### src/rtl/iserdes_align_pkg.sv
// Shared types and constants for the I_SERDES word aligner.
package iserdes_align_pkg;

  localparam int          ALIGN_DEFAULT_WIDTH   = 4;
  localparam logic [3:0]  ALIGN_DEFAULT_PATTERN = 4'b1100;
  localparam int          ALIGN_ERR_CNT_W       = 8;

  typedef enum logic [2:0] {
    ST_IDLE   = 3'd0,
    ST_CHECK  = 3'd1,
    ST_SLIP   = 3'd2,
    ST_SETTLE = 3'd3,
    ST_LOCKED = 3'd4,
    ST_ERROR  = 3'd5
  } align_state_t;

endpackage

### src/rtl/iserdes_word_aligner.sv
// Word aligner behind a 1:4 I_SERDES: bitslips until the training word is seen MATCH_COUNT times.
// Optional lock monitor (ERR_CNT, loss-of-lock detection) enabled by ISERDES_ALIGN_MONITOR_EN.
module iserdes_word_aligner
  import iserdes_align_pkg::*;
#(
  parameter int               WIDTH         = ALIGN_DEFAULT_WIDTH,
  parameter logic [WIDTH-1:0] TRAIN_PATTERN = ALIGN_DEFAULT_PATTERN,
  parameter int               MATCH_COUNT   = 8,
  parameter int               SETTLE_CYCLES = 4,
  parameter int               MAX_SLIPS     = 8
) (
  input  logic             CLK,
  input  logic             RST,
  input  logic             PLL_LOCK,
  input  logic             TRAIN_EN,
  input  logic [WIDTH-1:0] DATA_IN,
  input  logic             DATA_VALID,
  output logic             BITSLIP_ADJ,
  output logic             ALIGNED,
  output logic             ALIGN_ERR,
  output logic [WIDTH-1:0] DATA_OUT,
  output logic             DATA_OUT_VALID,
`ifdef ISERDES_ALIGN_MONITOR_EN
  output logic [ALIGN_ERR_CNT_W-1:0] ERR_CNT,
`endif
  output logic [2:0]       DBG_STATE
);

  localparam int MC_W = $clog2(MATCH_COUNT + 1);
  localparam int SL_W = $clog2(MAX_SLIPS + 1);
  localparam int ST_W = $clog2(SETTLE_CYCLES + 1);
  localparam logic [MC_W-1:0] MC_LAST   = MC_W'(MATCH_COUNT - 1);
  localparam logic [SL_W-1:0] SLIP_MAX  = SL_W'(MAX_SLIPS);
  localparam logic [ST_W-1:0] SETL_LAST = ST_W'(SETTLE_CYCLES - 1);

  align_state_t     r_state;
  logic [MC_W-1:0]  r_match_cnt;
  logic [SL_W-1:0]  r_slip_cnt;
  logic [ST_W-1:0]  r_settle_cnt;
  logic             r_bitslip;
  logic             r_aligned;
  logic             r_align_err;
  logic [WIDTH-1:0] r_data_out;
  logic             r_data_out_valid;
  logic             w_match;
`ifdef ISERDES_ALIGN_MONITOR_EN
  logic [ALIGN_ERR_CNT_W-1:0] r_err_cnt;
  logic [MC_W-1:0]            r_bad_cnt;
`endif

  // DATA_VALID qualifies DATA_IN on the same cycle; there is no backpressure, words are never stalled.
  assign w_match = (DATA_IN == TRAIN_PATTERN);

  always_ff @(posedge CLK) begin
    if (RST || !PLL_LOCK) begin
      r_state          <= ST_IDLE;
      r_match_cnt      <= '0;
      r_slip_cnt       <= '0;
      r_settle_cnt     <= '0;
      r_bitslip        <= 1'b0;
      r_aligned        <= 1'b0;
      r_align_err      <= 1'b0;
      r_data_out_valid <= 1'b0;
      if (RST) r_data_out <= '0;
`ifdef ISERDES_ALIGN_MONITOR_EN
      r_err_cnt        <= '0;
      r_bad_cnt        <= '0;
`endif
    end else begin
      r_bitslip        <= 1'b0;
      r_data_out_valid <= 1'b0;
      case (r_state)
        ST_IDLE: begin
          r_match_cnt  <= '0;
          r_slip_cnt   <= '0;
          r_settle_cnt <= '0;
          r_aligned    <= 1'b0;
`ifdef ISERDES_ALIGN_MONITOR_EN
          r_err_cnt    <= '0;
          r_bad_cnt    <= '0;
`endif
          if (TRAIN_EN) r_state <= ST_CHECK;
        end
        ST_CHECK: begin
          if (!TRAIN_EN) begin
            r_state <= ST_IDLE;
          end else if (DATA_VALID) begin
            if (w_match) begin
              r_match_cnt <= r_match_cnt + 1'b1;
              if (r_match_cnt == MC_LAST) begin
                r_state   <= ST_LOCKED;
                r_aligned <= 1'b1;
              end
            end else begin
              r_match_cnt <= '0;
              if (r_slip_cnt == SLIP_MAX) begin
                r_state     <= ST_ERROR;
                r_align_err <= 1'b1;
              end else begin
                r_state   <= ST_SLIP;
                r_bitslip <= 1'b1;
              end
            end
          end
        end
        ST_SLIP: begin
          r_slip_cnt   <= r_slip_cnt + 1'b1;
          r_settle_cnt <= '0;
          r_state      <= TRAIN_EN ? ST_SETTLE : ST_IDLE;
        end
        ST_SETTLE: begin
          // Words here may straddle the old and new boundary, so they are dropped unseen.
          if (!TRAIN_EN) begin
            r_state <= ST_IDLE;
          end else if (r_settle_cnt == SETL_LAST) begin
            r_settle_cnt <= '0;
            r_state      <= ST_CHECK;
          end else begin
            r_settle_cnt <= r_settle_cnt + 1'b1;
          end
        end
        ST_LOCKED: begin
          if (DATA_VALID) begin
            r_data_out       <= DATA_IN;
            r_data_out_valid <= 1'b1;
          end
`ifdef ISERDES_ALIGN_MONITOR_EN
          if (TRAIN_EN && DATA_VALID && !w_match) begin
            if (r_err_cnt != '1) r_err_cnt <= r_err_cnt + 1'b1;
            if (r_bad_cnt == MC_LAST) begin
              r_state          <= ST_CHECK;
              r_aligned        <= 1'b0;
              r_data_out_valid <= 1'b0;
              r_slip_cnt       <= '0;
              r_match_cnt      <= '0;
              r_bad_cnt        <= '0;
            end else begin
              r_bad_cnt <= r_bad_cnt + 1'b1;
            end
          end else if (DATA_VALID || !TRAIN_EN) begin
            r_bad_cnt <= '0;
          end
`endif
        end
        ST_ERROR: begin
          if (!TRAIN_EN) begin
            r_state     <= ST_IDLE;
            r_align_err <= 1'b0;
          end
        end
        default: r_state <= ST_IDLE;
      endcase
    end
  end

  assign BITSLIP_ADJ    = r_bitslip;
  assign ALIGNED        = r_aligned;
  assign ALIGN_ERR      = r_align_err;
  assign DATA_OUT       = r_data_out;
  assign DATA_OUT_VALID = r_data_out_valid;
  assign DBG_STATE      = r_state;
`ifdef ISERDES_ALIGN_MONITOR_EN
  assign ERR_CNT        = r_err_cnt;
`endif

endmodule
### config.mk
export PLATFORM = sky130hd
export DESIGN_NAME = iserdes_word_aligner
export DESIGN_NICKNAME = d
export VERILOG_FILES = /design/src/rtl/iserdes_align_pkg.sv /design/src/rtl/iserdes_word_aligner.sv
export SDC_FILE = /design/constraint.sdc
export NUM_CORES = 1
export LEC_CHECK = 0
export ABC_CLOCK_PERIOD_IN_PS = 1800
export CORE_ASPECT_RATIO = 0.7
export CORE_UTILIZATION = 34
export DETAILED_ROUTE_END_ITERATION = 10
export PLACE_DENSITY = 0.65
export SLEW_MARGIN = 20
export SYNTH_ARGS = -nofsm -noshare
export SYNTH_HDL_FRONTEND = slang
export SYNTH_SLANG_ARGS = --single-unit
### constraint.sdc
create_clock -name CLK -period 1.8 [get_ports CLK]
set_clock_uncertainty 0.05 [all_clocks]
set_input_delay 0.54 -clock CLK [delete_from_list [all_inputs] [get_ports CLK]]
set_output_delay 0.54 -clock CLK [all_outputs]
set_load 0.01 [all_outputs]
==> results of run 1 <==
-- worst max-delay path by stage --
stage                                      start                           to  slack (ns)  cells past startpoint
after global placement                DATA_IN[0]  r_match_cnt[3]$_SDFFE_PP0P_       -0.24                      6
after floorplan                       DATA_IN[0]    DBG_STATE[0]$_SDFFE_PP0P_        0.27                      4
after detailed placement              DATA_IN[0]  r_match_cnt[3]$_SDFFE_PP0P_       -0.30                      6
final                     ALIGN_ERR$_SDFFE_PP0P_                    ALIGN_ERR        0.04                      1
after global routing                  DATA_VALID  r_match_cnt[2]$_SDFFE_PP0P_       0.004                      6
after CTS                               TRAIN_EN    DBG_STATE[0]$_SDFFE_PP0P_        0.02                      6
-- state kept, by name, summed over array words and instances (netlist names) --
signal	flops
ALIGN_ERR	1
r_match_cnt	4
r_slip_cnt	4
ALIGNED	1
DBG_STATE	3
BITSLIP_ADJ	1
DATA_OUT	4
DATA_OUT_VALID	1
r_settle_cnt	3
-- layout by cell type, fill, tap and decap left out, types with 2 or more instances in the layout --
cell type,synthesis,layout
o21ai_0,7,7
ha_1,4,4
a21oi_1,6,6
a21o_1,2,2
mux2_2,2,2
nor2_1,8,8
clkbuf_8,0,3
dlymetal6s2s_1,0,6
and4_1,2,2
dfxtp_1,18,18
nor3_1,7,7
inv_1,4,4
a22oi_1,2,2
and2_1,6,6
nor2b_1,5,3
a311oi_1,2,2
mux2i_1,2,2
nor2b_2,0,2
clkdlybuf4s50_1,0,13
nand3_1,4,4
buf_4,0,15
edfxtp_1,4,4
a21boi_0,2,2
nand3b_1,4,4
nand2_1,9,9
-- routing by layer --
metal | wire (um) | up-vias
met5 | 0 | -
met4 | 14 | 0
met3 | 126 | 2
met2 | 1190 | 18
met1 | 1310 | 492
li1 | - | 514
-- power by group through the flow --
stage / clock (mW) / sequential, mW / combinational [mW]
6_report: 0.460 / 0.510 / 0.116
5_1_grt: 0.494 / 0.511 / 0.126
4_1_cts: 0.477 / 0.510 / 0.117
3_5_place_dp: 0 / 0.522 / 0.112
3_3_place_gp: 0 / 0.521 / 0.109
2_1_floorplan: 0 / 0.526 / 0.0404
-- repair_timing --
| item | 4_1_cts | 5_1_grt |
|---|---|---|
| endpoints found under the hold margin | 0 | 0 |
| hold buffers | 0 | 0 |
| gates resized for setup | 1 | 9 |
| setup endpoints to repair | 2 | 7 |
| pin swaps | 0 | 5 |
-- layout make-up --
cell class / count / area, um2 / share of cell area
Timing Repair Buffer: 35 / 329 / 0.209
Clock buffer: 3 / 41.3 / 0.0262
Tap cell: 38 / 47.5 / 0.0301
Multi-Input combinational cell: 91 / 634 / 0.402
Sequential cell: 22 / 480 / 0.305
Clock inverter: 1 / 30.0 / 0.0190
Inverter: 4 / 15.0 / 0.00952
-- kinds of logic after synthesis --
group | after synthesis | synth area share
and+or+nand+nor | 55 | 0.296
buffers and inverters | 9 | 0.0300
AOI/OAI and AO/OA | 28 | 0.165
adders and majority gates | 4 | 0.0444
DFF | 22 | 0.426
muxes | 4 | 0.0377
-- through the flow --
step | instances | hold slack [ns] | power [mW] | TNS [ns]
floorplan | 122 | 0.398 | 0.566 | 0
global placement | 190 | 0.416 | 0.630 | -2.50
detailed placement | 190 | 0.425 | 0.633 | -2.86
CTS | 194 | 0.438 | 1.10 | 0
global route | 194 | 0.455 | 1.13 | 0
finish | 194 | 0.432 | 1.09 | 0
==> impl_metrics.csv, run 1 <==
group,metric,value,unit
worst_setup_path,critPathMaxStageDelay,0.55,ns
global_routing,busiest_layer,"met2",
floorplanning,chipWidth,70.8,um
finish,design_area,0.00158,mm2
clock_tree,clkTransAtPathRegs,0.08,ns
run,timing.max_cap.violations,0,
clock_tree,cts.htree.levels,1,
power,internal-power,867,uW
timing,fin_crit_sh,0.979,
worst_setup_path,slowest_stage,"clkdlybuf4s50_1",
status,status,"complete, but fails checks",
timing,setup-violations-final,0,
finish,drive_above_1_share,0.186,
power,combPwrFrac,0.107,
synthesis,yosysMostFrequentCell,"dfxtp_1",
min_path,holdPathStages,2,
placed_design,placed_area,0.00147,mm2
clock_tree,clock-sinks,22,
worst_setup_path,arrival,1.17,ns
timing,setup_slack,0.0386,ns
placed_design,pre_cts_slack,-0.296,ns
detailed_routing,wl,2.65,mm
placed_design,port_buffers,19,
placed_design,hpwl,1.98,mm
worst_setup_path,critPathKind,"flop to primary output",
power,p_clk_frac,0.424,
worst_setup_path,required,1.21,ns
clock_tree,clock_path_buffers,2,
timing,finalMaxSlewViolations,0,
global_routing,grt_start_max_net_pins,16,
power,swShare,0.202,
clock_tree,root_buffer,"clkbuf_8",
detailed_routing,dr.pass1.iters,7,
floorplanning,design.die.area,0.00355,mm2
global_routing,gr-usage-met3,0.0482,
worst_setup_path,crit_fanout,2,
min_path,hold_path.class,"flop to flop",
detailed_routing,viasPerCell,5.29,
finish,area_delta_synth_final,40.0,%
placed_design,gp_congestion,0.749,
min_path,hold_end,"r_slip_cnt[2]$_SDFFE_PP0P_",
worst_setup_path,end_kind,"primary output",
synthesis,ys_seq_area_frac,0.426,
synthesis,ys_async_sr_fraction,0,
synthesis,yosys_register_bits,22,
power,p_leak,0.641,nW
global_routing,overflow,0,
floorplanning,placementRows,17,
synthesis,yosys_warnings,0,
clock_tree,cts_inserted_buffers,3,
global_routing,use_met2,0.261,
detailed_routing,ant_nets,0,
synthesis,synth.avg_cell_area,9.24,um2
worst_setup_path,reg2reg_from,"DBG_STATE[2]$_SDFFE_PP0P_",
finish,antenna_cells,0,
finish,fillerInstances,311,
timing,period_needed,1.76,ns
synthesis,synth_nets,135,
timing,fmax,0.568,GHz
detailed_routing,drt_iter0_drc,42,
synthesis,postSynthCellCount,122,
power,power.density,688,mW/mm2
finish,nNetsFinal,170,
global_routing,grt_pass1_vias,973,
timing,finalHoldViolations,0,
synthesis,syn-cell-area,0.00113,mm2
timing,max_slew_margin,0.768,
status,violations,"design-rule violations",
power,p_sw,219,uW
worst_setup_path,r2r.worst_path.cells,5,
worst_setup_path,critPathLaunchType,"flop",
global_routing,grt_antenna_before_repair,0,
power,vdd_ir_drop_max,0.000412,V
worst_setup_path,crit_family,"buffers and inverters",
floorplanning,dieHeight,50.2,um
timing,worstMarginPinSlew,0.347,ns
floorplanning,initial_core_util,0.358,
synthesis,synth_edf_count,4,
detailed_routing,vias,1026,
synthesis,synth_flop_cell,"dfxtp_1",
detailed_routing,drcViolationCount,6,
timing,rsz0062_at_grt,"false",
power,power_frac_seq,0.469,
synthesis,synth.area.top_cells,"dfxtp_1 32%, edfxtp_1 11%, ha_1 4.4%",
synthesis,synth_top_cell_by_area,"dfxtp_1",
synthesis,yosys-top-cells-count,"18 x dfxtp_1, 9 x nand2_1, 8 x nor2_1",
worst_setup_path,ff2ff_setup_slack,0.23,ns
worst_setup_path,cp_num_buf_inv,1,
global_routing,grt_pass1_wl,4.54,mm
min_path,hp-start,"r_slip_cnt[2]$_SDFFE_PP0P_",
clock_tree,clock_latency,0.26,ns
clock_tree,cts_tree,"built",
detailed_routing,routedWlPerCell,13.6,um
floorplanning,io-pin-count,20,
finish,final_core_util,0.501,
synthesis,synth_top_cell_area_share,0.320,
floorplanning,core,0.00315,mm2
worst_setup_path,reg2reg_to,"ALIGN_ERR$_SDFFE_PP0P_",
worst_setup_path,path_cells,"clkdlybuf4s50_1",
global_routing,grt_usage,0.166,
global_routing,use_met1,0.224,
clock_tree,post_cts_buffers,0,
synthesis,ys_types,37,
No activity file was read; power rests on OpenSTA's default activity.
==> run 2, diff against run 1 <==
- RECOVER_POWER: not set -> 50
==> impl_metrics.csv, run 2 (same netlist as run 1, synthesis figures left out) <==
group,metric,value,unit
timing,setup_slack,0.0396,ns
global_routing,overflow,0,
min_path,hold_path.class,"flop to flop",
timing,period_needed,1.76,ns
clock_tree,holdBufCountCts,0,
placed_design,pre_cts_slack,-0.296,ns
detailed_routing,drcViolationCount,6,
detailed_routing,wl,2.64,mm
min_path,holdPathStages,2,
power,p_leak,0.613,nW
finish,fillerInstances,314,
global_routing,grt_pass1_wl,4.54,mm
timing,finalHoldViolations,0,
timing,fin_crit_sh,0.978,
clock_tree,clock_latency,0.26,ns
worst_setup_path,cp_num_buf_inv,1,
worst_setup_path,path_cells,"clkdlybuf4s50_1",
floorplanning,placementRows,17,
finish,final_cells,194,
run,timing.max_cap.violations,0,
finish,design_area,0.00157,mm2
power,power_frac_seq,0.471,
worst_setup_path,reg2reg_to,"ALIGN_ERR$_SDFFE_PP0P_",
detailed_routing,routedWlPerCell,13.6,um
detailed_routing,dr.pass1.iters,7,
clock_tree,clock_path_buffers,2,
power,vdd_ir_drop_max,0.000412,V
power,combPwrFrac,0.104,
worst_setup_path,ff2ff_setup_slack,0.24,ns
power,swShare,0.202,
finish,final_core_util,0.498,
worst_setup_path,arrival,1.17,ns
detailed_routing,ant_nets,0,
timing,setup-violations-final,0,
worst_setup_path,critPathLaunchType,"flop",
finish,antenna_cells,0,
timing,max_slew_margin,0.768,
finish,drive_above_1_share,0.173,
floorplanning,design.die.area,0.00355,mm2
placed_design,port_buffers,19,
clock_tree,cts.htree.levels,1,
worst_setup_path,required,1.21,ns
finish,area_delta_synth_final,39.1,%
timing,rsz0062_at_grt,"false",
finish,final_cell_mix,"18 x dfxtp_1, 12 x clkdlybuf4s50_1, 10 x buf_4, 9 x nand2_1, 8 x nor2_1",
power,power.density,691,mW/mm2
detailed_routing,drt_iter0_drc,35,
placed_design,dp_cells,190,
clock_tree,cts_tree,"built",
status,violations,"design-rule violations",
timing,finalMaxSlewViolations,0,
clock_tree,post_cts_buffers,0,
worst_setup_path,reg2reg_from,"DBG_STATE[2]$_SDFFE_PP0P_",
clock_tree,cts_inserted_buffers,3,
power,internal-power,864,uW
power,power,1.08,mW
worst_setup_path,critPathKind,"flop to primary output",
floorplanning,dieHeight,50.2,um
power,p_clk_frac,0.425,
worst_setup_path,crit_family,"buffers and inverters",
timing,final.setup.tns,0,ns
min_path,hp-start,"r_slip_cnt[2]$_SDFFE_PP0P_",
clock_tree,clkTransAtPathRegs,0.08,ns
min_path,hold_end,"r_slip_cnt[2]$_SDFFE_PP0P_",
worst_setup_path,crit_fanout,2,
timing,fmax,0.568,GHz
clock_tree,root_buffer,"clkbuf_8",
global_routing,grt_start_max_net_pins,16,
global_routing,grt_antenna_before_repair,0,
power,p_sw,219,uW
placed_design,placed_area,0.00147,mm2
placed_design,hpwl,1.98,mm
finish,seqCellArea,480,um2
timing,worstMarginPinSlew,0.347,ns
global_routing,grt_usage,0.166,
worst_setup_path,r2r.worst_path.cells,5,
finish,nNetsFinal,170,
worst_setup_path,slowest_stage,"clkdlybuf4s50_1",
clock_tree,clock-sinks,22,
finish,multiInputGateArea,634,um2
floorplanning,io-pin-count,20,
worst_setup_path,end_kind,"primary output",
timing,fin_hold_ws,0.435,ns
status,status,"complete, but fails checks",
detailed_routing,vias,1033,
global_routing,grt_pass1_vias,973,
worst_setup_path,critPathMaxStageDelay,0.55,ns
placed_design,gp_congestion,0.749,
detailed_routing,viasPerCell,5.32,
floorplanning,chipWidth,70.8,um
floorplanning,core,0.00315,mm2
finish,final_common_cell,"dfxtp_1",
floorplanning,initial_core_util,0.358,
==> run 2: cell types whose count changed in the layout (fill, tap and decap cells not counted) <==
| cell | delta |
|---|---|
| clkdlybuf4s25_1 | +1 |
| clkbuf_1 | +2 |
| dlymetal6s2s_1 | -1 |
| and2_0 | +3 |
| and2_1 | -3 |
| clkbuf_4 | +3 |
| clkdlybuf4s50_1 | -1 |
| buf_4 | -5 |
| dlygate4sd3_1 | +1 |
==> run 2: worst max path at each step <==
stage                                      start                     endpoint  slack (ns)  cells after the start
after floorplan                       DATA_IN[0]    DBG_STATE[0]$_SDFFE_PP0P_        0.27                      4
after global placement                DATA_IN[0]  r_match_cnt[3]$_SDFFE_PP0P_       -0.24                      6
after detailed placement              DATA_IN[0]  r_match_cnt[3]$_SDFFE_PP0P_       -0.30                      6
after CTS                               TRAIN_EN    DBG_STATE[0]$_SDFFE_PP0P_        0.02                      6
after global routing                  DATA_VALID  r_match_cnt[2]$_SDFFE_PP0P_       0.007                      6
final                     ALIGN_ERR$_SDFFE_PP0P_                    ALIGN_ERR        0.04                      1
==> run 2: routing by layer <==
layer / vias up / GRT usage / wire length [um]
li1: 513 / - / -
met1: 500 / 0.224 / 1310
met2: 18 / 0.261 / 1190
met3: 2 / 0.0482 / 126
met4: 0 / 0.0467 / 14
met5: - / 0 / 0
==> run 2: timing repair <==
item	CTS	global route
endpoints found under the hold margin	0	0
resized for setup	1	9
pin swaps	0	5
setup endpoints to repair	2	7
==> run 2: area by class of cell <==
type                    count  area share
flip-flops and latches     22       0.306
repair buffers             35       0.204
well taps                  38      0.0303
multi-input cells          91       0.405
clock buffers               3      0.0263
inverters                   4     0.00958
clock inverters             1      0.0192
==> run 2: power by group through the flow <==
stage | Combinational [mW] | Sequential (mW) | Clock, mW
after floorplan | 0.0404 | 0.526 | 0
after global placement | 0.109 | 0.521 | 0
after detailed placement | 0.112 | 0.522 | 0
after CTS | 0.117 | 0.510 | 0.477
after global routing | 0.123 | 0.511 | 0.494
final | 0.113 | 0.510 | 0.460
==> run 2: worst register-to-register path: stages, from the launching register on <==
cell	delay [ns]
dfxtp_1	0.31
buf_4	0.18
or3b_1	0.43
nor2_2	0.16
a21oi_1	0.08
a311oi_1	0.26
==> run 3, diff against run 2 <==
- CORE_MARGIN: not set -> 10
==> impl_metrics.csv, run 3 (same netlist as run 1, synthesis figures left out) <==
group,metric,value,unit
detailed_routing,viasPerCell,5.27,
floorplanning,core,0.00317,mm2
clock_tree,holdBufCountCts,0,
detailed_routing,vias,1001,
worst_setup_path,critPathKind,"flop to primary output",
timing,setup-violations-final,0,
floorplanning,chipWidth,88.8,um
placed_design,gp_congestion,0.806,
global_routing,grt_pass1_vias,962,
detailed_routing,drt_iter0_drc,39,
power,vdd_ir_drop_max,0.000243,V
min_path,holdPathStages,2,
finish,final_cell_mix,"18 x dfxtp_1, 12 x clkdlybuf4s50_1, 10 x buf_4, 8 x nor2_1, 8 x nand2_1",
placed_design,hpwl,2.12,mm
placed_design,placed_area,0.00144,mm2
finish,final_common_cell,"dfxtp_1",
finish,seqCellArea,480,um2
power,p_leak,0.590,nW
clock_tree,post_cts_buffers,0,
clock_tree,cts.htree.levels,1,
worst_setup_path,arrival,1.15,ns
global_routing,grt_usage,0.0961,
timing,finalMaxSlewViolations,0,
clock_tree,clock_latency,0.26,ns
global_routing,grt_pass1_wl,4.61,mm
detailed_routing,wl,2.73,mm
timing,fin_crit_sh,0.964,
timing,fin_hold_ws,0.440,ns
floorplanning,initial_core_util,0.356,
finish,final_core_util,0.480,
worst_setup_path,r2r.worst_path.cells,6,
worst_setup_path,path_cells,"clkdlybuf4s50_1",
floorplanning,placementRows,17,
worst_setup_path,slowest_stage,"clkdlybuf4s50_1",
min_path,hold_end,"r_slip_cnt[2]$_SDFFE_PP0P_",
min_path,hold_path.class,"flop to flop",
power,power.density,607,mW/mm2
run,timing.max_cap.violations,0,
detailed_routing,drcViolationCount,0,
status,status,"finished, final reports clean",
worst_setup_path,ff2ff_setup_slack,0.20,ns
clock_tree,cts_tree,"built",
finish,antenna_cells,0,
global_routing,overflow,0,
finish,drive_above_1_share,0.158,
global_routing,grt_start_max_net_pins,16,
clock_tree,clkTransAtPathRegs,0.07,ns
timing,fmax,0.576,GHz
timing,max_slew_margin,0.774,
placed_design,port_buffers,19,
finish,area_delta_synth_final,34.9,%
detailed_routing,dr.pass1.iters,4,
global_routing,grt_antenna_before_repair,0,
floorplanning,dieHeight,68.2,um
clock_tree,root_buffer,"clkbuf_8",
worst_setup_path,end_kind,"primary output",
timing,finalHoldViolations,0,
timing,period_needed,1.74,ns
worst_setup_path,critPathLaunchType,"flop",
worst_setup_path,reg2reg_to,"r_match_cnt[2]$_SDFFE_PP0P_",
finish,multiInputGateArea,638,um2
floorplanning,design.die.area,0.00606,mm2
clock_tree,cts_inserted_buffers,3,
timing,worstMarginPinSlew,0.337,ns
worst_setup_path,cp.depth,1,
worst_setup_path,cp_num_buf_inv,1,
detailed_routing,routedWlPerCell,14.4,um
worst_setup_path,critPathMaxStageDelay,0.56,ns
worst_setup_path,reg2reg_from,"DBG_STATE[2]$_SDFFE_PP0P_",
worst_setup_path,required,1.21,ns
floorplanning,io-pin-count,20,
worst_setup_path,crit_fanout,2,
finish,fillerInstances,295,
clock_tree,clock_path_buffers,2,
clock_tree,clock-sinks,22,
worst_setup_path,crit_family,"buffers and inverters",
timing,rsz0062_at_grt,"false",
finish,nNetsFinal,166,
min_path,hp-start,"r_slip_cnt[2]$_SDFFE_PP0P_",
detailed_routing,ant_nets,0,
finish,design_area,0.00152,mm2
run 3: cell types whose count changed in the layout (fill, tap and decap cells not counted):
cell       previous run  this run
a311oi_1              2         1
clkbuf_1              2         0
bufinv_16             1         0
nand2_1               9         8
clkinv_1              0         1
nor2b_1               3         5
a311oi_2              0         1
clkbuf_4              3         0
and2_0                3         2
and2_1                3         4
clkbuf_2              0         1
nor2b_2               2         0
nand2_2               0         1
run 3: how the worst max path moves through the flow:
stage / slack (ns) / startpoint / end
final: 0.06 / DBG_STATE[1]$_SDFFE_PP0P_ / DBG_STATE[1]
after global routing: 0.01 / DBG_STATE[1]$_SDFFE_PP0P_ / DBG_STATE[1]
after CTS: 0.01 / DBG_STATE[0]$_SDFFE_PP0P_ / DBG_STATE[0]
after detailed placement: -0.25 / TRAIN_EN / ALIGNED$_SDFFE_PP0P_
after global placement: -0.21 / TRAIN_EN / ALIGNED$_SDFFE_PP0P_
after floorplan: 0.27 / DATA_IN[0] / DBG_STATE[0]$_SDFFE_PP0P_
run 3: power by group:
part           total [mW]  switching [mW]  internal (mW)
sequential          0.510         0.00288          0.507
combinational       0.107          0.0518         0.0549
clock               0.305           0.153          0.152
total               0.922           0.208          0.714
run 3: what timing repair did:
action	CTS	global route
setup endpoints to repair	0	7
resized for setup	0	10
endpoints found under the hold margin	0	0
run 3: final cells by class:
class                      count  share of cell area
multi-input combinational     91               0.420
clock inverter                 1             0.00247
sequential                    22               0.316
tap                           38              0.0313
timing repair buffer          31               0.193
inverter                       4             0.00988
clock buffer                   3              0.0272
run 3: per-layer routing:
layer,part of all wire,vias up,global-route usage
met4,0.0088,0,0.0301
met1,0.47,468,0.120
met5,0,-,0
met3,0.079,2,0.0391
li1,-,505,-
met2,0.44,26,0.148
run 3: stage by stage:
step,TNS [ns],cells,worst slack (ns),total power [mW]
floorplan,0,122,0.269,0.566
global placement,-2.02,186,-0.207,0.624
detailed placement,-2.43,186,-0.250,0.625
CTS,0,190,0.0148,0.936
global route,0,190,0.0113,0.975
finish,0,190,0.0643,0.922
